===== src/rtl/systolic_mac_pe.sv =====
// -----------------------------------------------------------------------------
// systolic_mac_pe
//   Signed multiply-accumulate processing element for an output-stationary
//   systolic array. Activations enter from the west and leave east one cycle
//   later. Each accepted beat is multiplied by the locally held active weight
//   in a registered stage. The product then feeds a bias-seeded accumulator
//   that can optionally saturate. A small flush FSM closes a tile and emits a
//   one-cycle result strobe.
//
//   Handshake: a_valid_in qualifies a_in for one cycle. There is no
//   back-pressure, so every valid beat presented while the FSM is in IDLE or
//   RUN is consumed. acc_valid is a single-cycle strobe that marks acc_out as
//   the final tile result.
//
// Ports
//   clk, rst_n                clock (rising edge), async active-low reset
//   a_in, a_valid_in          activation beat from west neighbour
//   a_out, a_valid_out        registered pass-through to east neighbour
//   w_in, w_load_en           write shadow weight
//   w_swap                    copy shadow weight into active weight
//   bias_in, bias_en          seed accumulator with sign-extended bias
//   clear                     synchronous clear of acc/pipeline/flags/FSM
//   flush                     close tile: drain pipeline, strobe result
//   acc_out                   accumulator value (every cycle)
//   acc_valid                 one-cycle final-result strobe
//   busy                      FSM not in IDLE
//   ovf                       sticky overflow flag
// -----------------------------------------------------------------------------
module systolic_mac_pe #(
   parameter int DATA_W   = 8,
   parameter int ACC_W    = 16,
   parameter bit SATURATE = 1'b1
) (
   input  logic              clk,
   input  logic              rst_n,
   input  logic [DATA_W-1:0] a_in,
   input  logic              a_valid_in,
   output logic [DATA_W-1:0] a_out,
   output logic              a_valid_out,
   input  logic [DATA_W-1:0] w_in,
   input  logic              w_load_en,
   input  logic              w_swap,
   input  logic [DATA_W-1:0] bias_in,
   input  logic              bias_en,
   input  logic              clear,
   input  logic              flush,
   output logic [ACC_W-1:0]  acc_out,
   output logic              acc_valid,
   output logic              busy,
   output logic              ovf
);

   typedef enum logic [1:0] {
      IDLE  = 2'd0,
      RUN   = 2'd1,
      FLUSH = 2'd2,
      DONE  = 2'd3
   } state_t;

   // Exposed by name so assertions and checkers can bind to the FSM.
   state_t state;
   state_t state_next;

   logic                       accept;
   logic [DATA_W-1:0]          w_shadow;
   logic [DATA_W-1:0]          w_active;
   logic signed [2*DATA_W-1:0] prod;
   logic                       p_valid;
   logic [ACC_W-1:0]           acc;

   logic signed [2*DATA_W-1:0] a_ext;
   logic signed [2*DATA_W-1:0] w_ext;
   logic [ACC_W-1:0]           base;
   logic [ACC_W-1:0]           addend;
   logic [ACC_W:0]             sum_ext;
   logic                       add_ovf;
   logic [ACC_W-1:0]           sum;

   localparam logic [ACC_W-1:0] ACC_MAX = {1'b0, {(ACC_W-1){1'b1}}};
   localparam logic [ACC_W-1:0] ACC_MIN = {1'b1, {(ACC_W-1){1'b0}}};

   // ---------------------------------------------------------------- FSM
   always_ff @(posedge clk or negedge rst_n) begin
      if (!rst_n) begin
         state <= IDLE;
      end else if (clear) begin
         state <= IDLE;
      end else begin
         state <= state_next;
      end
   end

   always_comb begin
      state_next = state;
      case (state)
         IDLE: begin
            if (flush) begin
               state_next = FLUSH;
            end else if (a_valid_in || bias_en) begin
               state_next = RUN;
            end
         end
         RUN: begin
            if (flush) begin
               state_next = FLUSH;
            end
         end
         // One cycle in FLUSH lets the last accepted product land.
         FLUSH:   state_next = DONE;
         DONE:    state_next = IDLE;
         default: state_next = IDLE;
      endcase
   end

   always_comb begin
      busy      = (state != IDLE);
      acc_valid = (state == DONE);
      accept    = (state == IDLE) || (state == RUN);
   end

   // ---------------------------------------------------- pass-through path
   always_ff @(posedge clk or negedge rst_n) begin
      if (!rst_n) begin
         a_out       <= '0;
         a_valid_out <= 1'b0;
      end else begin
         a_out       <= a_in;
         a_valid_out <= a_valid_in;
      end
   end

   // ------------------------------------------- double-buffered weight
   // Swap reads the shadow before this cycle's load, so a simultaneous
   // load+swap moves the old shadow into active.
   always_ff @(posedge clk or negedge rst_n) begin
      if (!rst_n) begin
         w_shadow <= '0;
         w_active <= '0;
      end else begin
         if (w_load_en) begin
            w_shadow <= w_in;
         end
         if (w_swap) begin
            w_active <= w_shadow;
         end
      end
   end

   // ---------------------------------------------------- stage 1: multiply
   // Operands are widened first so the product is computed at full width.
   always_comb begin
      a_ext = (2*DATA_W)'($signed(a_in));
      w_ext = (2*DATA_W)'($signed(w_active));
   end

   always_ff @(posedge clk or negedge rst_n) begin
      if (!rst_n) begin
         prod    <= '0;
         p_valid <= 1'b0;
      end else if (clear) begin
         prod    <= '0;
         p_valid <= 1'b0;
      end else begin
         prod    <= a_ext * w_ext;
         p_valid <= a_valid_in && accept;
      end
   end

   // ------------------------------------------------- stage 2: accumulate
   // Bias replaces the running sum but a landing product is still added.
   always_comb begin
      base    = bias_en ? ACC_W'($signed(bias_in)) : acc;
      addend  = p_valid ? ACC_W'(prod) : '0;
      sum_ext = {base[ACC_W-1], base} + {addend[ACC_W-1], addend};
      // Guard bit and result sign disagree only on signed overflow.
      add_ovf = sum_ext[ACC_W] ^ sum_ext[ACC_W-1];
      if (add_ovf && SATURATE) begin
         sum = sum_ext[ACC_W] ? ACC_MIN : ACC_MAX;
      end else begin
         sum = sum_ext[ACC_W-1:0];
      end
   end

   always_ff @(posedge clk or negedge rst_n) begin
      if (!rst_n) begin
         acc <= '0;
         ovf <= 1'b0;
      end else if (clear) begin
         acc <= '0;
         ovf <= 1'b0;
      end else begin
         acc <= sum;
         // A new tile starts with a clean flag unless its own seed add overflows.
         ovf <= bias_en ? add_ovf : (ovf | add_ovf);
      end
   end

   assign acc_out = acc;

endmodule


===== config.mk =====
export PLATFORM = sky130hd
export DESIGN_NAME = systolic_mac_pe
export DESIGN_NICKNAME = d
export VERILOG_FILES = /design/src/rtl/systolic_mac_pe.sv
export SDC_FILE = /design/constraint.sdc
export NUM_CORES = 1
export LEC_CHECK = 0
export BUFFER_PORTS_ARGS = -buffer_cell sky130_fd_sc_hd__buf_4
export CAP_MARGIN = 20
export CELL_PAD_IN_SITES_DETAIL_PLACEMENT = 2
export CELL_PAD_IN_SITES_GLOBAL_PLACEMENT = 2
export CORE_MARGIN = 5
export CORE_UTILIZATION = 42
export DETAILED_ROUTE_END_ITERATION = 10
export MAX_ROUTING_LAYER = met4
export PLACE_DENSITY = 0.88
export SLEW_MARGIN = 40
export SYNTH_ARGS = -nofsm -noshare
export SYNTH_HDL_FRONTEND = slang
export SYNTH_SLANG_ARGS = --single-unit

===== constraint.sdc =====
create_clock -name clk -period 9.2 [get_ports clk]
set_input_delay 0.92 -clock clk [delete_from_list [all_inputs] [get_ports clk]]
set_output_delay 0.92 -clock clk [all_outputs]
set_load 0.005 [all_outputs]

Yosys cells after proc, flatten, opt, wreduce, memory -nomap -nowiden. Cells that the tools add are included.

Logic and storage cells: 38. Bits of input ports: 32. Bits in registers: 61. Output and inout port bits: 28.

Muxes and demuxes: 14. Bitwise operators: 2. Add/subtract/negate cells: 1. Multiply operators: 1. Reduce and logical (&&, ||, !) cells: 6. Equality and inequality tests: 5.

Operator list (count): $mux 16 (6); $add 16x16->17 (1); $mul 8x8->16 (1); $mux 2 (4); $pmux 2 s4 (1); $eq 2x2->1 const B (2); $ne 4x4->1 const B (1); $mux 1 (3); $ne 3x3->1 const B (1); $eq 2x1->1 const B (1); $logic_not 2->1 (1); $logic_or 1x1->1 (2); $reduce_and 2->1 (1); $reduce_bool 2->1 (1); $logic_and 1x1->1 (1); $or 1x1->1 (1); $xor 1x1->1 (1).

Depth between registers and ports, before layout.
Word-level depth: 6. Mapped depth: 17. Mapped depth without buffers: 17.

Worst setup path after synthesis. No wires, ideal clock.

Kind: input to register. Start point: in a_in[0]. End point: reg prod[14]. Arrival time: 4.752 ns. Stages: 15. Buffers on the path: 0. Slack: 4.362 ns. Library setup time: 0.086 ns. Required time: 9.114 ns. Cell sequence: nand2b_1 > fa_1 > fa_1 > inv_1 > fa_1 > inv_1 > fa_1 > inv_1 > ha_1 > a21oi_1 > o21a_1 > nor2_1 > or4b_1 > and3_1 > nor3_1.

Longest elaborated chain between the ends: 2.

Ends and longest elaborated chain: from (decl) (line 36) `input logic [DATA_W-1:0] a_in,`; $mul 8x8->16 (line 164) `prod <= a_ext * w_ext;`; $mux 16 (line 160) `end else if (clear) begin`; to (signal assigned) (line 164); to (decl) (line 67) `logic signed [2*DATA_W-1:0] prod;`.

Every way passes these cells. A chain may end at the register's enable or synchronous reset.

Worst setup path in the final report.
Start point: in a_in[3]. End point: reg prod[14].

The elaborated chain is that of the path after synthesis.

==> qor.txt <==
DP Area: 6330 µm²
post-synthesis cell type count: 50
max incr delay on CP: 0.55 ns
postcts setup bufs: 0
placed cells: 797
cell area power density: 332 nW/µm²
post-route ant nets: 0
actual slew at the worst max-slew pin: 0.769 ns
Clock Skew: 0.0100 ns
Crit path max-delay family: adder cells
Yosys reg bits: 61
Seq/Total Area, Yosys: 26.6%
final hold slack: 0.520 ns
Cell Area, Synth: 5730 µm²
total power: 2.20 mW
Final period util: 54.4%
Peak VDD IR: 133 µV
Cell Chain, Critical Path: buf_4, and2_1, fa_1, inv_1, fa_1, inv_1, fa_1, inv_1, fa_1, inv_1, ha_1, a21oi_1, o21a_1, nor2_1, or4b_1, and3_1, nor3_1
cell taking the most area after synthesis: dfrtp_1
max frequency: 0.200 GHz
Syn-to-layout area delta: 15.4%
number of diodes: 0
I/O pin cnt: 60
first-pass GRT wire length: 27.0 mm
Synth Area per Inst: 10.0 µm²
Root Buffer: clkbuf_16
CP Data Arrival Time: 5.25 ns
clk_lat worst skew: 0.34 ns
grt ovf: 0
min setup slack post-route: 4.20 ns
Die X: 127 µm
CTS hold repair buffers: 0
Synth area leaders: dfrtp_1 (27%), fa_1 (20%), ha_1 (11%)
Slew headroom: 48.6%
via/cell ratio: 5.26
Post-synth ARST share: 100%
CTS sink cnt: 61
Setup Crit Path Kind: in2reg
initial antenna violation count: 0
vias in the first global route: 5,112
Core Box Area: 13,300 µm²
die area: 16,100 µm²
DR DRC count: 0
All-Layer GR Usage: 22.0%
RSZ-0062 raised after global routing: false
pin count of the biggest net entering global routing: 62
Buf+Inv Stages, Crit Path: 5
fin crit period: 5.00 ns
Nets: 770
Initial Util: 43.1%
overall routed net length: 16.4 mm
CTS tree: done
status: complete, no violations
final hold vios: 0
WL per Instance: 20.2 µm
Max Cap Viol: 0
endpoint class of the critical path: register
# rows: 42
Final setup viols: 0
routed via count: 4,263
share of layout cells above drive strength 1: 18.3%
setup TNS: 0 ns
H-tree levels: 3
total number of yosys warnings: 0
cell with the most instances after synthesis: inv_1
PostCTS Resize Cnt: 0
PortBufs: 59
slowest CP cell: fa_1
number of synthesized flops with an enable pin: 0
CTS Buf Count: 9
Hold Crit Class: reg2reg
post-DP HPWL: 12.5 mm
Synth top area share: 26.6%
crit start category: input port
DRT iter0 DRCs: 104
leakage power: 3.26 nW
first-pass detailed-route iteration total: 4
Post-synth top cells: inv_1 (99), dfrtp_1 (61), and2_1 (58), fa_1 (56), ha_1 (50)
gpl congestion: 0.881
net count after synthesis: 711
Main synth FF type: dfrtp_1
Max clock buf depth: 2
worst path required time: 9.44 ns
Final Cell Area: 6610 µm²
Die Y: 127 µm
Final Max Tran Viols: 0
Non-Filler Instances: 811
cell count after synthesis: 573
Post-Route Utilization: 49.7%
DP Worst Slack: 3.87 ns
Clock transition at path regs: 0.05 ns
CP max FO: 9
[kinds of logic (layout without fill, tap and decap cells)]
| family | Yosys count | in the layout | synth area share (%) |
|---|---|---|---|
| compound gates | 94 | 94 | 11.5 |
| xor+xnor | 29 | 29 | 4.56 |
| fa+ha+maj | 106 | 106 | 30.5 |
| buf+inv | 110 | 172 | 7.66 |
| flops | 61 | 61 | 26.6 |
| mux | 24 | 24 | 4.72 |
| simple gates | 149 | 149 | 14.4 |
[cells in the final DEF (no fill, tap or decap), types with 9 or more instances in the layout]
| cell type | instances |
|---|---|
| inv_1 | 99 |
| xnor2_1 | 14 |
| nor2b_1 | 12 |
| fa_1 | 56 |
| xor2_1 | 14 |
| o21ai_0 | 19 |
| and2_1 | 58 |
| dfrtp_1 | 61 |
| nor2_1 | 26 |
| nand2_1 | 22 |
| nor3_1 | 9 |
| a21oi_1 | 21 |
| clkbuf_16 | 9 |
| mux2_2 | 24 |
| ha_1 | 50 |
| buf_4 | 58 |
[cell type report]
class / count / area [µm²]
fillers: 1366 / 6680
flip-flops and latches: 61 / 1530
multi-input cells: 402 / 3770
repair buffers: 59 / 447
clock inverters: 2 / 35.0
well taps: 176 / 220
inverters: 99 / 372
clock buffers: 12 / 246
[registers in the layout (all words and copies together), names as in the netlist]
name	cells
a_out	8
a_valid_out	1
acc_out	16
ovf	1
p_valid	1
prod	16
state	2
w_active	8
w_shadow	8
[per-layer routing]
layer / share of wire [%] / GRT usage (%)
met5: 0 / -
met4: 2.4 / 6.50
met3: 3.1 / 4.33
met2: 56 / 41.5
met1: 39 / 23.1
[worst reg2reg max path: stages (launching register included)]
cell      delay [ns]
dfrtp_1         0.59
nand2b_1        0.16
fa_1            0.55
fa_1            0.57
inv_1           0.06
fa_1            0.52
inv_1           0.05
fa_1            0.53
inv_1           0.04
ha_1            0.30
a21oi_1         0.31
o21a_1          0.18
nor2_1          0.06
or4b_1          0.49
and3_1          0.18
nor3_1          0.14
[final timing paths]
kind / startpoint / endpoint / slack (ns) / cells past startpoint
max in group asynchronous: rst_n / a_out[5] / 8.23 / 1
max reg2reg: w_active[7] / prod[14] / 4.37 / 15
min in group asynchronous: rst_n / acc_out[3] / 0.57 / 1
max: a_in[3] / prod[14] / 4.20 / 17
min: w_shadow[4] / w_shadow[4] / 0.52 / 1
min reg2reg: w_shadow[4] / w_shadow[4] / 0.52 / 1
[where the power goes]
| group | switching, mW | total (mW) | internal, mW |
|---|---|---|---|
| clock | 0.120 | 0.334 | 0.214 |
| sequential | 0.0419 | 0.379 | 0.337 |
| combinational | 0.855 | 1.48 | 0.630 |
Power figures use the tool's default switching activity.
